<file path="config.mk">
export PLATFORM = sky130hd
export DESIGN_NAME = ghost_mode_sched
export DESIGN_NICKNAME = d
export VERILOG_FILES = /design/src/rtl/ghost_mode_sched.sv
export SDC_FILE = /design/constraint.sdc
export NUM_CORES = 1
export LEC_CHECK = 0
export ABC_AREA = 1
export ABC_CLOCK_PERIOD_IN_PS = 3500
export BUFFER_PORTS_ARGS = -buffer_cell sky130_fd_sc_hd__buf_2
export CAP_MARGIN = 20
export CORE_MARGIN = 3
export CORE_UTILIZATION = 45
export CTS_BUF_LIST = sky130_fd_sc_hd__clkbuf_8
export CTS_CLUSTER_DIAMETER = 40
export DETAILED_ROUTE_END_ITERATION = 6
export SETUP_SLACK_MARGIN = 0.2
export SLEW_MARGIN = 30
export SYNTH_ARGS = -nofsm -noshare
export SYNTH_HDL_FRONTEND = slang
export SYNTH_SLANG_ARGS = --single-unit
</file>
<file path="constraint.sdc">
create_clock -name sysclk -period 3.5 [get_ports sysclk]
set_input_delay 0.175 -clock sysclk [delete_from_list [all_inputs] [get_ports sysclk]]
set_output_delay 0.175 -clock sysclk [all_outputs]
set_load 0.05 [all_outputs]
</file>
<file path="src/rtl/ghost_mode_sched.sv">
// ghost_mode_sched
// Central scheduler shared by all ghost instances: divides sysclk into game ticks,
// opens a fixed-length update window after every tick, sequences the one-hot mode
// bus (Chase/Scatter/Frightened/Eaten) and raises the reverse-direction request.
module ghost_mode_sched #(
  parameter int unsigned TICK_DIV      = 833333,
  parameter int unsigned UPDATE_LEN    = 8,
  parameter int unsigned SCATTER_TICKS = 420,
  parameter int unsigned CHASE_TICKS   = 1200,
  parameter int unsigned FRIGHT_TICKS  = 360,
  parameter int unsigned NUM_ROUNDS    = 4
) (
  input  logic       sysclk,
  input  logic       resetn,
  input  logic       enable,
  input  logic       power_pellet,
  input  logic       ghost_eaten,
  input  logic       ghost_home,
  output logic [3:0] mode,
  output logic       rotate,
  output logic       update,
  output logic       tick,
  output logic [2:0] round
);

  // Encoding chosen so that mode bit gi is simply (state == gi).
  typedef enum logic [1:0] {
    ST_EATEN   = 2'd0,
    ST_FRIGHT  = 2'd1,
    ST_SCATTER = 2'd2,
    ST_CHASE   = 2'd3
  } state_t;

  localparam logic [19:0] DIV_LAST     = 20'(TICK_DIV - 1);
  localparam logic [15:0] UPD_LAST     = 16'(UPDATE_LEN - 1);
  localparam logic [15:0] SCATTER_LAST = 16'(SCATTER_TICKS - 1);
  localparam logic [15:0] CHASE_LAST   = 16'(CHASE_TICKS - 1);
  localparam logic [15:0] FRIGHT_LAST  = 16'(FRIGHT_TICKS - 1);
  localparam logic [2:0]  ROUND_MAX    = 3'(NUM_ROUNDS);

  localparam logic [3:0] MODE_CHASE   = 4'b1000;
  localparam logic [3:0] MODE_SCATTER = 4'b0100;
  localparam logic [3:0] MODE_EATEN   = 4'b0001;

  // Tick divider
  logic [19:0] div_cnt_reg;
  logic        tick_pulse;

  // Update window
  logic [15:0] upd_cnt_reg;
  logic        update_reg;
  logic        update_fall;
  logic        mode_hold;

  // Mode sequencing
  state_t      state_reg, state_next;
  state_t      base_reg, base_next;
  state_t      adv_state;
  logic [15:0] base_cnt_reg, base_cnt_next;
  logic [15:0] fright_cnt_reg, fright_cnt_next;
  logic [2:0]  round_reg, round_next;

  // Output stage
  logic [3:0]  mode_reg, mode_next;
  logic        rotate_reg;
  logic        rotate_set;
  logic        base_mode_now;

  assign tick_pulse = enable && (div_cnt_reg == DIV_LAST);

  // Free-running tick divider, frozen while the game is paused.
  always_ff @(posedge sysclk or negedge resetn) begin
    if (!resetn) begin
      div_cnt_reg <= '0;
    end else if (enable) begin
      if (div_cnt_reg == DIV_LAST) begin
        div_cnt_reg <= '0;
      end else begin
        div_cnt_reg <= div_cnt_reg + 20'd1;
      end
    end
  end

  // Update window: opens the cycle after a tick and runs to completion even if paused.
  always_ff @(posedge sysclk or negedge resetn) begin
    if (!resetn) begin
      update_reg  <= 1'b0;
      upd_cnt_reg <= '0;
    end else if (tick_pulse) begin
      update_reg  <= 1'b1;
      upd_cnt_reg <= UPD_LAST;
    end else if (update_reg) begin
      if (upd_cnt_reg == '0) begin
        update_reg <= 1'b0;
      end else begin
        upd_cnt_reg <= upd_cnt_reg - 16'd1;
      end
    end
  end

  // The last high cycle of the window is the only one on which mode may be reloaded
  // while update is still 1, so the new mode appears together with update dropping.
  assign update_fall = update_reg && (upd_cnt_reg == '0);
  assign mode_hold   = update_reg && (upd_cnt_reg != '0);

  // Mode sequencer registers.
  always_ff @(posedge sysclk or negedge resetn) begin
    if (!resetn) begin
      state_reg      <= ST_SCATTER;
      base_reg       <= ST_SCATTER;
      base_cnt_reg   <= '0;
      fright_cnt_reg <= '0;
      round_reg      <= '0;
    end else begin
      state_reg      <= state_next;
      base_reg       <= base_next;
      base_cnt_reg   <= base_cnt_next;
      fright_cnt_reg <= fright_cnt_next;
      round_reg      <= round_next;
    end
  end

  // Next-state logic: base schedule timing, frightened/eaten excursions and their priorities.
  always_comb begin
    state_next      = state_reg;
    base_next       = base_reg;
    base_cnt_next   = base_cnt_reg;
    fright_cnt_next = fright_cnt_reg;
    round_next      = round_reg;
    adv_state       = state_reg;

    case (state_reg)
      ST_SCATTER, ST_CHASE: begin
        // Advance the base schedule first; a pellet on the same cycle then
        // saves the advanced phase as the one to return to.
        if (tick_pulse) begin
          if (state_reg == ST_SCATTER) begin
            if (base_cnt_reg == SCATTER_LAST) begin
              adv_state     = ST_CHASE;
              base_cnt_next = '0;
            end else begin
              base_cnt_next = base_cnt_reg + 16'd1;
            end
          end else if (round_reg != ROUND_MAX) begin
            if (base_cnt_reg == CHASE_LAST) begin
              base_cnt_next = '0;
              round_next    = round_reg + 3'd1;
              // Completing the final round leaves the ghosts chasing for good.
              if ((round_reg + 3'd1) != ROUND_MAX) begin
                adv_state = ST_SCATTER;
              end
            end else begin
              base_cnt_next = base_cnt_reg + 16'd1;
            end
          end
        end
        base_next = adv_state;
        if (power_pellet) begin
          state_next      = ST_FRIGHT;
          fright_cnt_next = '0;
        end else begin
          state_next = adv_state;
        end
      end

      ST_FRIGHT: begin
        if (ghost_eaten) begin
          state_next      = ST_EATEN;
          fright_cnt_next = '0;
        end else if (power_pellet) begin
          fright_cnt_next = '0;
        end else if (tick_pulse) begin
          if (fright_cnt_reg == FRIGHT_LAST) begin
            state_next      = base_reg;
            fright_cnt_next = '0;
          end else begin
            fright_cnt_next = fright_cnt_reg + 16'd1;
          end
        end
      end

      default: begin
        if (ghost_home) begin
          state_next = base_reg;
        end
      end
    endcase
  end

  // One-hot mode image of the next internal state.
  generate
    for (genvar gi = 0; gi < 4; gi++) begin : g_mode_bit
      assign mode_next[gi] = (state_next == state_t'(2'(gi)));
    end
  endgenerate

  // Reversal is requested for scatter<->chase swaps and for entering frightened from a
  // base mode; eaten entries/exits and frightened->base returns are silent.
  assign base_mode_now = (mode_reg == MODE_CHASE) || (mode_reg == MODE_SCATTER);
  assign rotate_set    = !mode_hold && base_mode_now &&
                         (mode_next != mode_reg) && (mode_next != MODE_EATEN);

  // Mode is frozen across an update window; rotate lives until the next window ends.
  always_ff @(posedge sysclk or negedge resetn) begin
    if (!resetn) begin
      mode_reg   <= MODE_SCATTER;
      rotate_reg <= 1'b0;
    end else begin
      if (!mode_hold) begin
        mode_reg <= mode_next;
      end
      if (rotate_set) begin
        rotate_reg <= 1'b1;
      end else if (update_fall) begin
        rotate_reg <= 1'b0;
      end
    end
  end

  assign mode   = mode_reg;
  assign rotate = rotate_reg;
  assign update = update_reg;
  assign tick   = tick_pulse;
  assign round  = round_reg;

endmodule

</file>
==> results.json <==
{
  "ir_worst_vdd_v": 0.000278,
  "initial_core_util": 0.472,
  "hold_viol_final": 0,
  "yosysWarnings": 0,
  "hp-class": "input pin to flip-flop",
  "cts-htree-levels": 3,
  "nets": 627,
  "async_reset_ff_frac": 1.00,
  "worst_ep_required_time_ns": 3.79,
  "place_hpwl_um": 6800,
  "insertedDiodeCount": 0,
  "overflow": 0,
  "synthDistinctLibCells": 51,
  "drive_above_1_share": 0.142,
  "antenna_found_initial": 0,
  "placed_cells": 734,
  "r2r_setup_slack_ns": 1.21,
  "synth_edf_count": 0,
  "fp.dieH_um": 108,
  "p_leak_nw": 2.38,
  "slew_violations": 0,
  "regArea_mm2": 0.00203,
  "max-slew-margin-rel": 0.517,
  "design.die.area_mm2": 0.0117,
  "post-route-period-util": 0.654,
  "maxCapViolations": 0,
  "place_congestion": 0.844,
  "track_usage": 0.182,
  "grt_max_degree": 82,
  "cts_root_buffer": "clkbuf_8",
  "cp.arrival_ns": 2.58,
  "clkTransAtPathRegs_ns": 0.08,
  "largest_reg_flops": 20,
  "ioPinCount": 16,
  "ant_nets": 0,
  "syn_area_per_cell_um2": 7.97,
  "grt_pass1_wl_um": 16900,
  "tightest_slew_ns": 0.724,
  "drc_errors": 0,
  "ys_ff_latch": 81,
  "post_cts_buffers": 0,
  "multi_input_area_mm2": 0.00228,
  "max_freq_ghz": 0.437,
  "synth_fp_nets": 606,
  "clock_sinks": 81,
  "crit_type": "flip-flop to flip-flop",
  "cts_max_path_buffers": 2,
  "rows": 36,
  "worstSetupEndpointType": "flip-flop",
  "tns_ns": 0,
  "period_minus_slack_ns": 2.29,
  "yosysSeqAreaShare": 0.430,
  "synth_ff_type": "dfrtp_1",
  "power_density_mw_per_mm2": 376,
  "wl_per_cell_um": 12.5,
  "clock_latency_ns": 0.37,
  "via_per_inst": 4.97,
  "synth_top_cell_by_area": "dfrtp_1",
  "rsz0062_at_grt": "no",
  "areaGrowthSynthToFinish_pct": 7.96,
  "grt_pass1_vias": 3705,
  "routed_wl_um": 9360,
  "io_buffers": 15,
  "setup_viol_count_final": 0,
  "synth.top_cell.area_share": 0.414,
  "core_area_mm2": 0.0100,
  "syn_inst": 592,
  "fillers": 984,
  "drt_first_pass_iters": 5,
  "drt_iter0_markers": 245,
  "fin_cells": 751,
  "path_max_fanout": 11,
  "ys_top_cells_by_area": "dfrtp_1, nand2_1, inv_1",
  "cts_tree": "done",
  "die_x_um": 108,
  "cp-start-kind": "flip-flop",
  "vias": 3736,
  "netlist_area_mm2": 0.00472,
  "fin_skew_ns": 0.00922,
  "numCtsBuffers": 9,
  "run_status": "finished clean"
}
==> where the power goes <==
| group | total (mW) | internal [mW] | switching, mW |
|---|---|---|---|
| combinational | 0.270 | 0.0848 | 0.185 |
| sequential | 1.06 | 0.995 | 0.0636 |
| clock | 0.587 | 0.246 | 0.341 |
| total | 1.91 | 1.33 | 0.589 |
==> worst max-delay path, cell delays in order, from the launching register on <==
cell and delay, ns:
dfrtp_1 0.34, inv_1 0.06, ha_1 0.23, nand3_1 0.09, nor2_1 0.05, nand4_1 0.10, nand2_1 0.23, inv_2 0.22
nand4_1 0.18, nor2_1 0.22, nand2_1 0.14, nor2_1 0.14, o21ai_0 0.08, a21oi_1 0.13
==> layout make-up <==
type / instances / area share
Multi-Input combinational cell: 406 / 0.447
Timing Repair Buffer: 16 / 0.0179
Clock buffer: 9 / 0.0243
Sequential cell: 81 / 0.399
Tap cell: 133 / 0.0327
Inverter: 99 / 0.0730
Clock inverter: 7 / 0.00663
==> placed cells by master (no fill, tap or decap), types with 5 or more instances in the layout <==
master | synthesis | final
buf_2 | 2 | 14
nand3_1 | 20 | 20
inv_1 | 86 | 89
nand2_1 | 104 | 104
nor2_2 | 5 | 5
a21oi_1 | 44 | 44
inv_2 | 11 | 11
o21ai_0 | 36 | 36
nor3_1 | 21 | 21
nand3_2 | 5 | 5
nor2_1 | 68 | 68
clkbuf_8 | 0 | 9
xor2_1 | 10 | 10
nand4_1 | 12 | 12
o22ai_1 | 5 | 5
o21a_1 | 7 | 7
dfrtp_1 | 78 | 78
ha_1 | 8 | 8
nand2_2 | 5 | 5
nor3_2 | 7 | 7
==> logic make-up (layout without fill, tap and decap cells) <==
kind of cell / count (synthesis) / after routing / synth area share
compound gates: 111 / 111 / 0.138
fa+ha+maj: 8 / 8 / 0.0212
simple gates: 274 / 274 / 0.298
buf+inv: 105 / 131 / 0.0872
xor+xnor: 12 / 12 / 0.0223
mux: 1 / 1 / 0.00239
flops: 81 / 81 / 0.430
==> timing repair <==
| action | CTS | global route |
|---|---|---|
| endpoints found under the hold margin | 78 | 0 |
| resized for setup | 0 | 0 |
| hold buffers | 1 | 0 |
| endpoints found under the setup margin | 0 | 0 |
==> Yosys cell counts, types with 5 or more instances <==
master	count
nor2_2	5
o21ai_0	36
inv_2	11
nor3_2	7
nor3_1	21
nor2_1	68
nand2_1	104
a21oi_1	44
o22ai_1	5
nand3_2	5
xor2_1	10
dfrtp_1	78
nand4_1	12
nand2_2	5
o21a_1	7
ha_1	8
inv_1	86
nand3_1	20
==> stage by stage <==
stage                     hold slack (ns)   util  power (mW)  worst slack (ns)  instance area (µm²)
after global placement              0.423  0.492        1.34              1.29                 4920
after CTS                           0.162  0.509        1.95              1.22                 5090
final                               0.181  0.509        1.91              1.21                 5090
after floorplan                    -0.121      -        1.27              1.29                 4720
after global routing                0.184  0.509        2.05             0.926                 5090
after detailed placement            0.284  0.493        1.35              1.25                 4930
==> worst paths after layout <==
kind,from,endpoint,cells past startpoint
max,upd_cnt_reg[0]$_DFFE_PN0P_,upd_cnt_reg[12]$_DFFE_PN0P_,13
min,ghost_eaten,state_reg[1]$_DFF_PN1_,4
max reg2reg,upd_cnt_reg[0]$_DFFE_PN0P_,upd_cnt_reg[12]$_DFFE_PN0P_,13
min reg2reg,upd_cnt_reg[13]$_DFFE_PN0P_,upd_cnt_reg[13]$_DFFE_PN0P_,1
max in group asynchronous,resetn,div_cnt_reg[13]$_DFFE_PN0P_,2
min in group asynchronous,resetn,base_cnt_reg[7]$_DFFE_PN0P_,2
==> per-layer routing <==
layer,share of wire,track usage,vias to the layer above
li1,-,-,1977
met5,0,0,-
met3,0.040,0.0555,12
met4,0.012,0.0532,0
met1,0.51,0.243,1693
met2,0.44,0.286,54
(Power assumes the default switching activity.)
